## config.mk

```make
export PLATFORM = sky130hd
export DESIGN_NAME = mmio_uart_tx_flat
export DESIGN_NICKNAME = d
export VERILOG_FILES = /design/src/rtl/uart_pkg.sv /design/src/rtl/mmio_uart_tx_if.sv /design/src/rtl/mmio_uart_tx_fifo.sv /design/src/rtl/mmio_uart_tx.sv /design/src/flat_wrapper.sv
export SDC_FILE = /design/constraint.sdc
export NUM_CORES = 1
export LEC_CHECK = 0
export ABC_AREA = 1
export CORE_ASPECT_RATIO = 0.9
export CORE_MARGIN = 8
export CORE_UTILIZATION = 49
export CTS_CLUSTER_SIZE = 10
export DETAILED_ROUTE_END_ITERATION = 12
export PLACE_DENSITY = 0.77
export RECOVER_POWER = 50
export SYNTH_ARGS = -nofsm -noshare
export SYNTH_HDL_FRONTEND = slang
export SYNTH_SLANG_ARGS = --single-unit
```

## constraint.sdc

```tcl
create_clock -name clk_in -period 2.85 [get_ports clk_in]
set_input_delay 0.285 -clock clk_in [delete_from_list [all_inputs] [get_ports clk_in]]
set_output_delay 0.285 -clock clk_in [all_outputs]
set_load 0.005 [all_outputs]
```

## src/rtl/uart_pkg.sv

```systemverilog
// Shared types and constants for the memory-mapped UART transmitter.
package uart_pkg;

  typedef enum logic [1:0] {
    ST_IDLE  = 2'd0,
    ST_START = 2'd1,
    ST_DATA  = 2'd2,
    ST_STOP  = 2'd3
  } uart_state_e;

  localparam logic [1:0] OFS_TXDATA = 2'd0;
  localparam logic [1:0] OFS_STATUS = 2'd1;

  localparam int unsigned STAT_FULL    = 0;
  localparam int unsigned STAT_EMPTY   = 1;
  localparam int unsigned STAT_BUSY    = 2;
  localparam int unsigned STAT_OVF     = 3;
  localparam int unsigned STAT_CNT_LSB = 8;

  localparam int unsigned DEFAULT_DIVISOR = 868;

  // Assemble the STATUS read word from its fields.
  function automatic logic [31:0] pack_status(input logic [7:0] cnt, input logic ovf,
                                              input logic busy, input logic empty,
                                              input logic full);
    logic [31:0] s;
    s                            = 32'h0;
    s[STAT_CNT_LSB +: 8]         = cnt;
    s[STAT_OVF]                  = ovf;
    s[STAT_BUSY]                 = busy;
    s[STAT_EMPTY]                = empty;
    s[STAT_FULL]                 = full;
    return s;
  endfunction

endpackage

```

## src/rtl/mmio_uart_tx_if.sv

```systemverilog
// CPU data-bus view of the UART register window.
interface mmio_uart_tx_if;
  logic [31:0] addr;
  logic [31:0] wdata;
  logic        we;
  logic        sel;
  logic [31:0] rdata;

  modport master (output addr, output wdata, output we, input sel, input rdata);
  modport slave  (input addr, input wdata, input we, output sel, output rdata);
endinterface

```

## src/rtl/mmio_uart_tx_fifo.sv

```systemverilog
// Synchronous FIFO with occupancy count; pushes when full and pops when empty are ignored.
module sync_fifo #(
  parameter  int unsigned WIDTH = 8,
  parameter  int unsigned DEPTH = 16,
  localparam int unsigned AW    = $clog2(DEPTH),
  localparam int unsigned CW    = AW + 1
) (
  input  logic             clk_in,
  input  logic             reset,
  input  logic             push,
  input  logic             pop,
  input  logic [WIDTH-1:0] din,
  output logic [WIDTH-1:0] dout,
  output logic             full,
  output logic             empty,
  output logic [CW-1:0]    count
);

  logic [WIDTH-1:0] r_mem [DEPTH];
  logic [AW-1:0]    r_rd;
  logic [AW-1:0]    r_wr;
  logic [CW-1:0]    r_cnt;
  logic             w_push;
  logic             w_pop;

  assign w_push = push & ~full;
  assign w_pop  = pop & ~empty;

  always_ff @(posedge clk_in) begin
    if (w_push) r_mem[r_wr] <= din;
  end

  // Pointers wrap naturally because DEPTH is a power of two.
  always_ff @(posedge clk_in or posedge reset) begin
    if (reset) begin
      r_rd  <= '0;
      r_wr  <= '0;
      r_cnt <= '0;
    end else begin
      if (w_push) r_wr <= r_wr + AW'(1);
      if (w_pop)  r_rd <= r_rd + AW'(1);
      case ({w_push, w_pop})
        2'b10:   r_cnt <= r_cnt + CW'(1);
        2'b01:   r_cnt <= r_cnt - CW'(1);
        default: r_cnt <= r_cnt;
      endcase
    end
  end

  assign full  = (r_cnt == CW'(DEPTH));
  assign empty = (r_cnt == '0);
  assign dout  = r_mem[r_rd];
  assign count = r_cnt;

endmodule

```

## src/rtl/mmio_uart_tx.sv

```systemverilog
// Memory-mapped 8N1 UART transmitter: register decode, TX FIFO, baud counter and frame FSM.
module mmio_uart_tx
  import uart_pkg::*;
#(
  parameter logic [31:0] BASE_ADDR  = 32'h1002_0000,
  parameter int unsigned DIVISOR    = DEFAULT_DIVISOR,
  parameter int unsigned FIFO_DEPTH = 16
) (
  input  logic          clk_in,
  input  logic          reset,
  mmio_uart_tx_if.slave bus,
  output logic          tx,
  output logic          irq_empty
);

  localparam int unsigned CW = $clog2(FIFO_DEPTH) + 1;

  uart_state_e   r_state;
  logic [15:0]   r_baud;
  logic [2:0]    r_bit;
  logic [7:0]    r_shift;
  logic          r_tx;
  logic          r_irq;
  logic          r_ovf;

  logic          w_sel;
  logic [1:0]    w_ofs;
  logic          w_push_req;
  logic          w_push_ok;
  logic          w_ovf_clr;
  logic          w_pop;
  logic          w_busy;
  logic          w_baud_tc;
  logic          w_idle_next;
  logic          w_full;
  logic          w_empty;
  logic [7:0]    w_dout;
  logic [CW-1:0] w_count;
  logic [CW-1:0] w_cnt_next;
  logic [31:0]   w_status;
  logic          w_unused;

  assign w_sel      = (bus.addr[31:4] == BASE_ADDR[31:4]);
  assign w_ofs      = bus.addr[3:2];
  assign w_push_req = bus.we & w_sel & (w_ofs == OFS_TXDATA);
  assign w_push_ok  = w_push_req & ~w_full;
  assign w_ovf_clr  = bus.we & w_sel & (w_ofs == OFS_STATUS) & bus.wdata[STAT_OVF];
  assign w_busy     = (r_state != ST_IDLE);
  assign w_baud_tc  = (r_baud == 16'(DIVISOR - 1));
  assign w_unused   = &{1'b0, bus.wdata[31:8], bus.addr[1:0]};

  // The FSM pops when idle, or at the end of a stop bit to chain frames without a gap.
  assign w_pop       = ~w_empty & ((r_state == ST_IDLE) | ((r_state == ST_STOP) & w_baud_tc));
  assign w_idle_next = w_empty & ((r_state == ST_IDLE) | ((r_state == ST_STOP) & w_baud_tc));
  assign w_cnt_next  = w_count + CW'(w_push_ok) - CW'(w_pop);

  assign w_status  = pack_status(8'(w_count), r_ovf, w_busy, w_empty, w_full);
  assign bus.sel   = w_sel;
  assign bus.rdata = (w_sel && (w_ofs == OFS_STATUS)) ? w_status : 32'h0;

  sync_fifo #(
    .WIDTH (8),
    .DEPTH (FIFO_DEPTH)
  ) u_fifo (
    .clk_in (clk_in),
    .reset  (reset),
    .push   (w_push_req),
    .pop    (w_pop),
    .din    (bus.wdata[7:0]),
    .dout   (w_dout),
    .full   (w_full),
    .empty  (w_empty),
    .count  (w_count)
  );

  always_ff @(posedge clk_in or posedge reset) begin
    if (reset) begin
      r_state <= ST_IDLE;
      r_baud  <= '0;
      r_bit   <= '0;
      r_shift <= '0;
      r_tx    <= 1'b1;
      r_irq   <= 1'b1;
      r_ovf   <= 1'b0;
    end else begin
      r_baud <= w_baud_tc ? 16'h0 : r_baud + 16'h1;
      r_irq  <= w_idle_next & (w_cnt_next == '0);
      // A dropped byte wins over a same-cycle clear.
      if (w_push_req & w_full) r_ovf <= 1'b1;
      else if (w_ovf_clr)      r_ovf <= 1'b0;

      case (r_state)
        ST_IDLE: begin
          if (!w_empty) begin
            r_shift <= w_dout;
            r_tx    <= 1'b0;
            r_baud  <= '0;
            r_state <= ST_START;
          end
        end
        ST_START: begin
          if (w_baud_tc) begin
            r_tx    <= r_shift[0];
            r_bit   <= '0;
            r_state <= ST_DATA;
          end
        end
        ST_DATA: begin
          if (w_baud_tc) begin
            if (r_bit == 3'd7) begin
              r_tx    <= 1'b1;
              r_state <= ST_STOP;
            end else begin
              r_tx    <= r_shift[1];
              r_shift <= r_shift >> 1;
              r_bit   <= r_bit + 3'd1;
            end
          end
        end
        ST_STOP: begin
          if (w_baud_tc) begin
            if (!w_empty) begin
              r_shift <= w_dout;
              r_tx    <= 1'b0;
              r_baud  <= '0;
              r_state <= ST_START;
            end else begin
              r_state <= ST_IDLE;
            end
          end
        end
        default: r_state <= ST_IDLE;
      endcase
    end
  end

  assign tx        = r_tx;
  assign irq_empty = r_irq;

endmodule

```

## src/flat_wrapper.sv

```systemverilog
// flat-port wrapper written by rule: the top's interface ports become plain ports
module mmio_uart_tx_flat import uart_pkg::*;
#(
  parameter logic [31:0] BASE_ADDR  = 32'h1002_0000,
  parameter int unsigned DIVISOR    = DEFAULT_DIVISOR,
  parameter int unsigned FIFO_DEPTH = 16
)
  (clk_in, reset, tx, irq_empty, bus_addr, bus_wdata, bus_we, bus_sel, bus_rdata);
  mmio_uart_tx_if bus_i ();
  input  logic clk_in;
  input  logic reset;
  output logic tx;
  output logic irq_empty;
  input wire logic [$bits(bus_i.addr)-1:0] bus_addr;
  input wire logic [$bits(bus_i.wdata)-1:0] bus_wdata;
  input wire logic [$bits(bus_i.we)-1:0] bus_we;
  output wire logic [$bits(bus_i.sel)-1:0] bus_sel;
  output wire logic [$bits(bus_i.rdata)-1:0] bus_rdata;
  assign bus_i.addr = bus_addr;
  assign bus_i.wdata = bus_wdata;
  assign bus_i.we = bus_we;
  assign bus_sel = bus_i.sel;
  assign bus_rdata = bus_i.rdata;
  mmio_uart_tx #(.BASE_ADDR(BASE_ADDR), .DIVISOR(DIVISOR), .FIFO_DEPTH(FIFO_DEPTH)) u_core (.clk_in(clk_in), .reset(reset), .bus(bus_i), .tx(tx), .irq_empty(irq_empty));
endmodule
```

# Yosys cells after proc, flatten, opt, wreduce, memory -nomap -nowiden
# Memory sizes are Yosys's and may differ from the RTL's.
# Cells that the tools add are included.
# word_totals
ff_bits	45
ram_bits	128
inputBits	67
out_inout_bits	35
wordCells	95
mem_count	1
# mem_list
name	depth	word_bits	read_ports	rd_clocked_by_memory_dff	wr	line_no	source
u_core.u_fifo.r_mem	16	8	1	0	1	mmio_uart_tx_fifo.sv:19	logic [WIDTH-1:0] r_mem [DEPTH];
# op_classes
n_addsub	8
n_eq_ne	16
mux	32
bitwise_logic	14
reduce_logical	14
# ops
cell	n
$mux 16	3
$mux 8	4
$pmux 16 s2	1
$eq 28x25->1 const B	1
$pmux 8 s3	1
$add 16x1->16 const B	1
$eq 16x10->1 const B	1
$mux 13	1
$and 1x1->1	11
$logic_not 5->1	2
$mux 1	10
$mux 2	5
$pmux 5 s2	1
$mux 3	3
$add 4x1->4 const B	2
$ne 2x1->1 const B	4
$pmux 2 s4	1
$reduce_and 4->1	2
$reduce_bool 2->1	4
$eq 2x1->1 const B	3
$eq 2x2->1 const B	3
$pmux 3 s2	1
$add 5x1->5	1
$add 5x1->5 const B	1
14 further kinds	17

# Longest topological paths before layout
# Gate-level depths: netlist (run 1).
# logic_depth
word_depth	8
mapped_depth	20
mapped_depth_nobuf	20

# By module
# From an unflattened synthesis (run 1), not the netlist that was laid out.
# unflattened
hier_cells	982
hier_area_um2	8757.1
# modules_own_cells
mod	n_inst	cells_each	area_per_inst_um2	seq_area_each_um2
sync_fifo	1	623	6233.5	4169.0
mmio_uart_tx	1	359	2523.7	803.3

# Worst setup path after synthesis (run 1)
# No wires, ideal clock.
# synth_path
path_type	register -> register
startpoint	register u_core.u_fifo.r_cnt[3] (netlist: u_core.u_fifo.count[3])
endpoint	register u_core.r_irq (netlist: u_core.irq_empty)
arrival_ps	2799
required_time_ps	2783
slack_ps	-17
path_stages_with_launch	20
synth_period_minus_slack_ps	2867
cell_sequence	dfrtp_1 > inv_1 > ha_1 > nand2_1 > nor2_2 > nand2_1 > nand2_1 > inv_1 > ha_1 > inv_1 > ha_1 > fa_1 > nand2_1 > inv_1 > nor2_1 > nor2_1 > nor2_1 > xor2_1 > nand2_1 > nor2_1
# synth_between
elab_chain_len	7
word_cells_on_any_way	11
classes_between	2 x add/sub; 1 x eq/ne; 6 x bitwise; 2 x reduce/logical
# synth_rtl
item	line_no	source
from (decl)	mmio_uart_tx_fifo.sv:22	logic [CW-1:0] r_cnt;
from (signal assigned)	mmio_uart_tx_fifo.sv:43	2'b10: r_cnt <= r_cnt + CW'(1);
from (signal assigned)	mmio_uart_tx_fifo.sv:44	2'b01: r_cnt <= r_cnt - CW'(1);
from (signal assigned)	mmio_uart_tx_fifo.sv:45	default: r_cnt <= r_cnt;
$eq 5x5->1	mmio_uart_tx_fifo.sv:50	assign full = (r_cnt == CW'(DEPTH));
$not 1->1	mmio_uart_tx.sv:46	assign w_push_ok = w_push_req & ~w_full;
$and 1x1->1	mmio_uart_tx.sv:46	
$add 5x1->5	mmio_uart_tx.sv:55	assign w_cnt_next = w_count + CW'(w_push_ok) - CW'(w_pop);
$sub 5x1->5	mmio_uart_tx.sv:55	
$logic_not 5->1	mmio_uart_tx.sv:87	r_irq <= w_idle_next & (w_cnt_next == '0);
$and 1x1->1 *	mmio_uart_tx.sv:87	
to (signal assigned)	mmio_uart_tx.sv:87	
to (decl)	mmio_uart_tx.sv:23	logic r_irq;
# Mark *: on every way between the ends. The rest lies on a longest branch, timed or not.
# A chain may end at the register's enable or synchronous reset.

# Worst setup path in the final report (run 1)
# layout_path
startpoint	register u_core.u_fifo.r_cnt[2] (netlist: u_core.u_fifo.count[2])
endpoint	register u_core.r_irq (netlist: u_core.irq_empty)
# Same word-level chain as after synthesis.

==> flow_summary.json, run 1 <==
{
  "clk_pin_slew_worst_paths_ns": 0.07,
  "nFillCells": 1317,
  "hold_path.class": "register to register",
  "worstSetupEndpointType": "register",
  "drtPass1Iterations": 5,
  "htree_levels": 4,
  "drc_errors": 0,
  "outcome": "complete, no violations",
  "worstSkewPairLatency_ns": 0.43,
  "slew_violations": 0,
  "period_needed_ns": 2.69,
  "numPortBuffers": 52,
  "async_flop_share_pct": 26.0,
  "drtIter0Drc": 520,
  "place.gp.congestion": 0.820,
  "cts_root_buf": "clkbuf_16",
  "arrival_ns": 3.06,
  "grt_pass1_wl_um": 29800,
  "path_class": "register to register",
  "fmax_mhz": 372,
  "pwr-share-seq_pct": 52.8,
  "vias": 6334,
  "post-route-util_pct": 59.3,
  "ys_ff_latch": 173,
  "viasPerCell": 5.27,
  "clock_sinks": 173,
  "syn_avg_cell_area_um2": 9.54,
  "die_x_um": 154,
  "ant_nets": 0,
  "cts_buffer_depth": 2,
  "diodes": 0,
  "synth_edf_count": 128,
  "synth.top_cell.area_share_pct": 45.8,
  "dieHeight_um": 140,
  "pwr-share-comb_pct": 2.4,
  "dp.cells": 1160,
  "fin_nets": 1067,
  "vdd_drop_max_v": 0.000452,
  "dieArea_um2": 21600,
  "power_density_nw_per_um2": 513,
  "grt_max_degree": 55,
  "tns_ns": 0,
  "place_hpwl_um": 12300,
  "initial_core_util_pct": 49.9,
  "crit_fanout": 4,
  "seq_area_frac_synth_pct": 59.2,
  "internal-power_mw": 4.00,
  "synth_flop_cell": "edfxtp_1",
  "grt_pass1_vias": 5985,
  "layoutNonFillerInstCount": 1201,
  "tightest_slew_ns": 0.930,
  "p_leak_nw": 4.21,
  "antenna_found_initial": 0,
  "core_um2": 16800,
  "power.switching_mw": 1.13,
  "final_area_um2": 9990,
  "io_pins": 102,
  "synthCells": 880,
  "startpoint_type": "register",
  "yosysUniqueCellTypes": 38,
  "place_area_um2": 9300,
  "hold_viol_final": 0,
  "drv_cap": 0,
  "finalSetupViolCount": 0,
  "synth_area_leaders": "edfxtp_1 46%, dfrtp_1 13%, nand2_1 9.4%",
  "cts_tree": "done",
  "yosysWarnings": 0,
  "period_share_pct": 94.3,
  "routedWlPerCell_um": 15.5,
  "p_sw_share_pct": 22.0,
  "grt-ovfl-total": 0,
  "core.rowCount": 45,
  "wl_um": 18700,
  "slew_headroom_pct": 37.9,
  "grtUsageTotal_pct": 17.4,
  "syn2layout_area_growth_pct": 18.9,
  "synth_top_area_cell": "edfxtp_1",
  "cts_buffers": 17,
  "skew_ns": 0.00724,
  "clock_power_share_pct": 44.9,
  "drive_above_1_share_pct": 12.3,
  "syn_area_um2": 8400,
  "required_ns": 3.22
}
## layout by cell type, fill, tap and decap left out, types with 23 or more instances in the layout
cell / netlist / layout
inv_1: 70 / 66
o21ai_0: 43 / 43
buf_4: 27 / 45
edfxtp_1: 128 / 128
a21oi_1: 29 / 29
nand3_1: 63 / 61
dfrtp_1: 43 / 43
nor2_1: 146 / 145
conb_1: 1 / 23
clkdlybuf4s50_1: 0 / 43
nand2_1: 210 / 207
## path summary, 6_finish.rpt
path                                   startpoint                     to  slack [ns]  cells after the start
min in group asynchronous                   reset       u_core.r_baud[9]        0.50                      2
max reg2reg                u_core.u_fifo.count[2]       u_core.irq_empty        0.16                     19
max in group asynchronous                   reset  u_core.u_fifo.r_rd[3]        1.13                      3
max                        u_core.u_fifo.count[2]       u_core.irq_empty        0.16                     19
min reg2reg                             u_core.tx              u_core.tx        0.46                      2
min                                     u_core.tx              u_core.tx        0.46                      2
## cells by family (layout without fill, tap and decap cells)
family                     Yosys count  in the layout  share of synthesized area, %
and+or+nand+nor                    464            464                          23.5
other                                1             23                        0.0446
xor gates and xnor gates            12             12                          1.25
buffers and inverters              124            212                          7.05
adders and majority gates           23             23                          3.60
DFF                                173            173                          59.2
AOI/OAI and AO/OA                   83             83                          5.39
## power groups by stage
| stage | registers [mW] | logic, mW | clock network, mW |
|---|---|---|---|
| 2_1_floorplan | 2.76 | 0.0507 | 0 |
| 3_3_place_gp | 2.76 | 0.123 | 0 |
| 3_5_place_dp | 2.76 | 0.125 | 0 |
| 4_1_cts | 2.71 | 0.125 | 2.32 |
| 5_1_grt | 2.71 | 0.135 | 2.43 |
| 6_report | 2.71 | 0.121 | 2.30 |
## timing repair
action	in CTS	in global routing
setup endpoints to repair	0	3
hold buffers	0	0
buffers inserted	0	9
gates resized for setup	0	18
## synth_stat cells, types with 8 or more instances
master    instances
inv_1            70
nand3_1          63
o211ai_1          8
nor2_1          146
ha_1             21
buf_2            14
nor3_1           10
o21ai_0          43
dfrtp_1          43
edfxtp_1        128
nand2_1         210
a21oi_1          29
xor2_1            8
buf_4            27
## state kept, by name, summed over array words and instances (netlist names), 2 cells and up
signal / flops
u_core.r_shift: 8
u_core.u_fifo.count: 5
u_core.u_fifo.r_rd: 4
u_core.r_bit: 3
u_core.u_fifo.r_mem: 128
u_core.r_state: 2
u_core.u_fifo.r_wr: 4
u_core.r_baud: 16
## metrics by stage
step | hold WS, ns | setup WS, ns | power (mW)
detailed placement | 0.452 | -0.154 | 2.89
floorplan | 0.384 | 0.0324 | 2.81
global route | 0.498 | -0.0178 | 5.27
finish | 0.460 | 0.163 | 5.13
global placement | 0.451 | -0.109 | 2.88
CTS | 0.222 | 0.0247 | 5.15
## critical path, stage by stage (launching register included)
cell	delay, ns
dfrtp_1	0.41
inv_2	0.07
ha_1	0.15
nand2_2	0.07
nor2_4	0.15
nand2_2	0.08
nand2_2	0.09
inv_2	0.05
ha_4	0.26
inv_2	0.04
ha_4	0.16
fa_2	0.38
nand2_1	0.07
inv_1	0.05
nor2_2	0.10
nor2_1	0.04
nor2_1	0.13
xor2_1	0.15
nand2_1	0.06
nor2_1	0.08
## layout make-up
cell class	count	area, um2	share of cell area [%]
Multi-Input combinational cell	605	2980	29.9
Clock buffer	18	429	4.30
Timing Repair Buffer	103	897	8.98
Tap cell	211	264	2.64
Sequential cell	173	4970	49.8
Clock inverter	14	155	1.55
Inverter	77	289	2.89
## routing by layer
layer | routed length [um] | part of all wire [%] | GRT usage (%)
met3 | 1400 | 7.5 | 4.03
met1 | 7860 | 42 | 22.1
met4 | 377 | 2.0 | 6.13
met2 | 9040 | 48 | 28.8
met5 | 0 | 0 | 0
(Power assumes the default switching activity.)
==> inputs of run 2 (changes only) <==
--- a/config.mk
+++ b/config.mk
@@ -6,12 +6,13 @@
 export NUM_CORES = 1
 export LEC_CHECK = 0
 export ABC_AREA = 1
-export CORE_ASPECT_RATIO = 0.9
+export CORE_ASPECT_RATIO = 0.75
 export CORE_MARGIN = 8
 export CORE_UTILIZATION = 49
 export CTS_CLUSTER_SIZE = 10
 export DETAILED_ROUTE_END_ITERATION = 12
-export PLACE_DENSITY = 0.77
+export DONT_BUFFER_PORTS = 1
+export PLACE_DENSITY = 0.69
 export RECOVER_POWER = 50
 export SYNTH_ARGS = -nofsm -noshare
 export SYNTH_HDL_FRONTEND = slang
==> run 2 against run 1 <==
Against the previous run:
- the flow now finishes with violations (capacitance limit, slew limit)
- clock power down 3%
- flip-flop and latch count unchanged
- clock skew up 0.0040 ns
- global-route usage down 0.32 points
- register-to-register slack about the same
- combinational power down 39%
- critical path depth down 5
- largest cell class unchanged
- highest routed layer unchanged
==> flow_summary.json, run 2 (synthesis gave the netlist of run 1 again) <==
{
  "cts_buffers": 17,
  "dp_slack_ns": 0.0318,
  "final_cell_mix": "208 x nand2_1, 146 x nor2_1, 128 x edfxtp_1",
  "drive_above_1_share_pct": 12.2,
  "r2r_cells": 14,
  "io_pins": 102,
  "multi_input_area_um2": 2960,
  "slew_violations": 46,
  "p_leak_nw": 4.03,
  "viasPerCell": 5.14,
  "nFillCells": 1437,
  "path_cells": "ha_1 > nand2_1 > nor2_4 > nand2_4 > o21ai_4 > nand2_2 > inv_2 > ha_4 > inv_1 > ha_2 > fa_2 > nor4_1 > nand3_1 > nor2_1",
  "routedWlPerCell_um": 15.7,
  "crit_start": "u_core.r_baud[1]",
  "reg2reg_from": "u_core.r_baud[1]",
  "internal-power_mw": 3.89,
  "grt_pass1_wl_um": 28900,
  "hold_viol_final": 0,
  "pwr-share-comb_pct": 1.5,
  "htree_levels": 4,
  "syn2layout_area_growth_pct": 13.1,
  "drtPass1Iterations": 6,
  "fmax_mhz": 371,
  "drtIter0Drc": 620,
  "place.gp.congestion": 0.834,
  "diodes": 0,
  "layoutNonFillerInstCount": 1157,
  "critPathCapture": "u_core.irq_empty",
  "cts_root_buf": "clkbuf_16",
  "p_sw_share_pct": 22.5,
  "worstSetupEndpointType": "register",
  "grt_max_degree": 46,
  "layout_commonest_cell": "nand2_1",
  "outcome": "complete, but fails checks",
  "die_x_um": 167,
  "clk_pin_slew_worst_paths_ns": 0.07,
  "cp_slowest_stage_delay_ns": 0.42,
  "numPortBuffers": 0,
  "postLayoutSetupSlackWorst_ns": 0.155,
  "initial_core_util_pct": 49.9,
  "grt_pass1_vias": 5499,
  "vias": 5944,
  "required_ns": 3.22,
  "cpMaxStageDelayCell": "fa_2",
  "pwr-share-seq_pct": 54.0,
  "cts_tree": "done",
  "period_needed_ns": 2.69,
  "arrival_ns": 3.06,
  "crit_fanout": 4,
  "core.rowCount": 41,
  "power.switching_mw": 1.13,
  "cts_buffer_depth": 2,
  "vdd_drop_max_v": 0.000417,
  "power_density_nw_per_um2": 528,
  "period_share_pct": 94.6,
  "largest_reg_flops": 128,
  "worstSkewPairLatency_ns": 0.43,
  "core_um2": 16800,
  "wl_um": 18200,
  "dieArea_um2": 21600,
  "antenna_found_initial": 0,
  "grtUsageTotal_pct": 17.1,
  "ant_nets": 0,
  "top_regs": "u_core.u_fifo.r_mem (128), u_core.r_baud (16), u_core.r_shift (8)",
  "failed_checks": "capacitance limit, slew limit",
  "drv_cap": 1,
  "worst_r2r_endpoint": "u_core.irq_empty",
  "fin_nets": 1020,
  "tightest_slew_ns": 1.75,
  "drc_errors": 0,
  "final-seq-area_um2": 4970,
  "clock_sinks": 173,
  "hold_path.class": "input pin to register",
  "dieHeight_um": 129,
  "reg2reg_setup_slack_ns": 0.16,
  "top_register": "u_core.u_fifo.r_mem",
  "skew_ns": 0.0113,
  "grt-ovfl-total": 0,
  "clock_power_share_pct": 44.5,
  "finalSetupViolCount": 0,
  "dp.cells": 1110,
  "path_class": "register to register",
  "startpoint_type": "register",
  "slew_headroom_pct": -16.8,
  "place_hpwl_um": 12000
}
-- run 2: worst min path at each step --
stage	startpoint	end	slack (ns)	cells past startpoint
after floorplan	bus_wdata[0]	u_core.u_fifo.r_mem[0][0]	0.38	0
after global placement	bus_wdata[6]	u_core.u_fifo.r_mem[5][6]	0.38	0
after detailed placement	bus_wdata[0]	u_core.u_fifo.r_mem[5][0]	0.39	0
after CTS	bus_addr[2]	u_core.u_fifo.r_wr[3]	0.03	3
after global routing	bus_addr[2]	u_core.u_fifo.r_wr[3]	0.06	3
final	bus_addr[2]	u_core.u_fifo.r_wr[3]	0.05	3
-- run 2: stage by stage --
stage | total power, mW | hold slack, ns | utilization, % | TNS, ns | area, um2
3_3_place_gp | 2.80 | 0.385 | 52.0 | 0 | 8750
2_1_floorplan | 2.81 | 0.384 | - | 0 | 8480
3_5_place_dp | 2.80 | 0.385 | 52.0 | 0 | 8750
4_1_cts | 5.04 | 0.0268 | 56.0 | 0 | 9420
5_1_grt | 5.14 | 0.0565 | 56.4 | -0.0120 | 9500
6_report | 5.01 | 0.0481 | 56.4 | 0 | 9500
-- run 2: final cells by class --
class                           instances  share of cell area [%]
Clock inverter                         14                    1.57
Tap cell                              215                    2.83
Timing Repair Buffer                   56                    4.58
Clock buffer                           17                    4.48
Inverter                               77                    3.04
Sequential cell                       173                    52.4
Multi-Input combinational cell        605                    31.1
-- run 2: repair_timing --
| action | in CTS | in global routing |
|---|---|---|
| hold endpoints to repair | 171 | 0 |
| resized for setup | 0 | 9 |
| hold buffers | 9 | 0 |
| buffers inserted | 0 | 7 |
| setup endpoints to repair | 0 | 2 |
-- run 2: worst max-delay path, delay by kind of cell (launching register included) --
kind	cells	cell delay [ns]
adder cells (fa/ha/maj)	4	1.02
AND/OR/NAND/NOR	7	0.92
AO/OA/AOI/OAI	1	0.15
buffers and inverters	2	0.16
flip-flops	1	0.37
-- run 2: power groups by stage --
stage	logic, mW	registers (mW)	clock network (mW)
6_report	0.0735	2.71	2.23
5_1_grt	0.0837	2.71	2.35
4_1_cts	0.0733	2.71	2.26
3_5_place_dp	0.0346	2.76	0
3_3_place_gp	0.0338	2.76	0
2_1_floorplan	0.0507	2.76	0
-- run 2: metal layers --
metal | share of wire, % | wire [um] | global-route usage, %
met1 | 46 | 8340 | 23.8
met2 | 45 | 8180 | 26.0
met3 | 7.7 | 1400 | 3.77
met4 | 1.4 | 261 | 6.28
met5 | 0 | 0 | 0
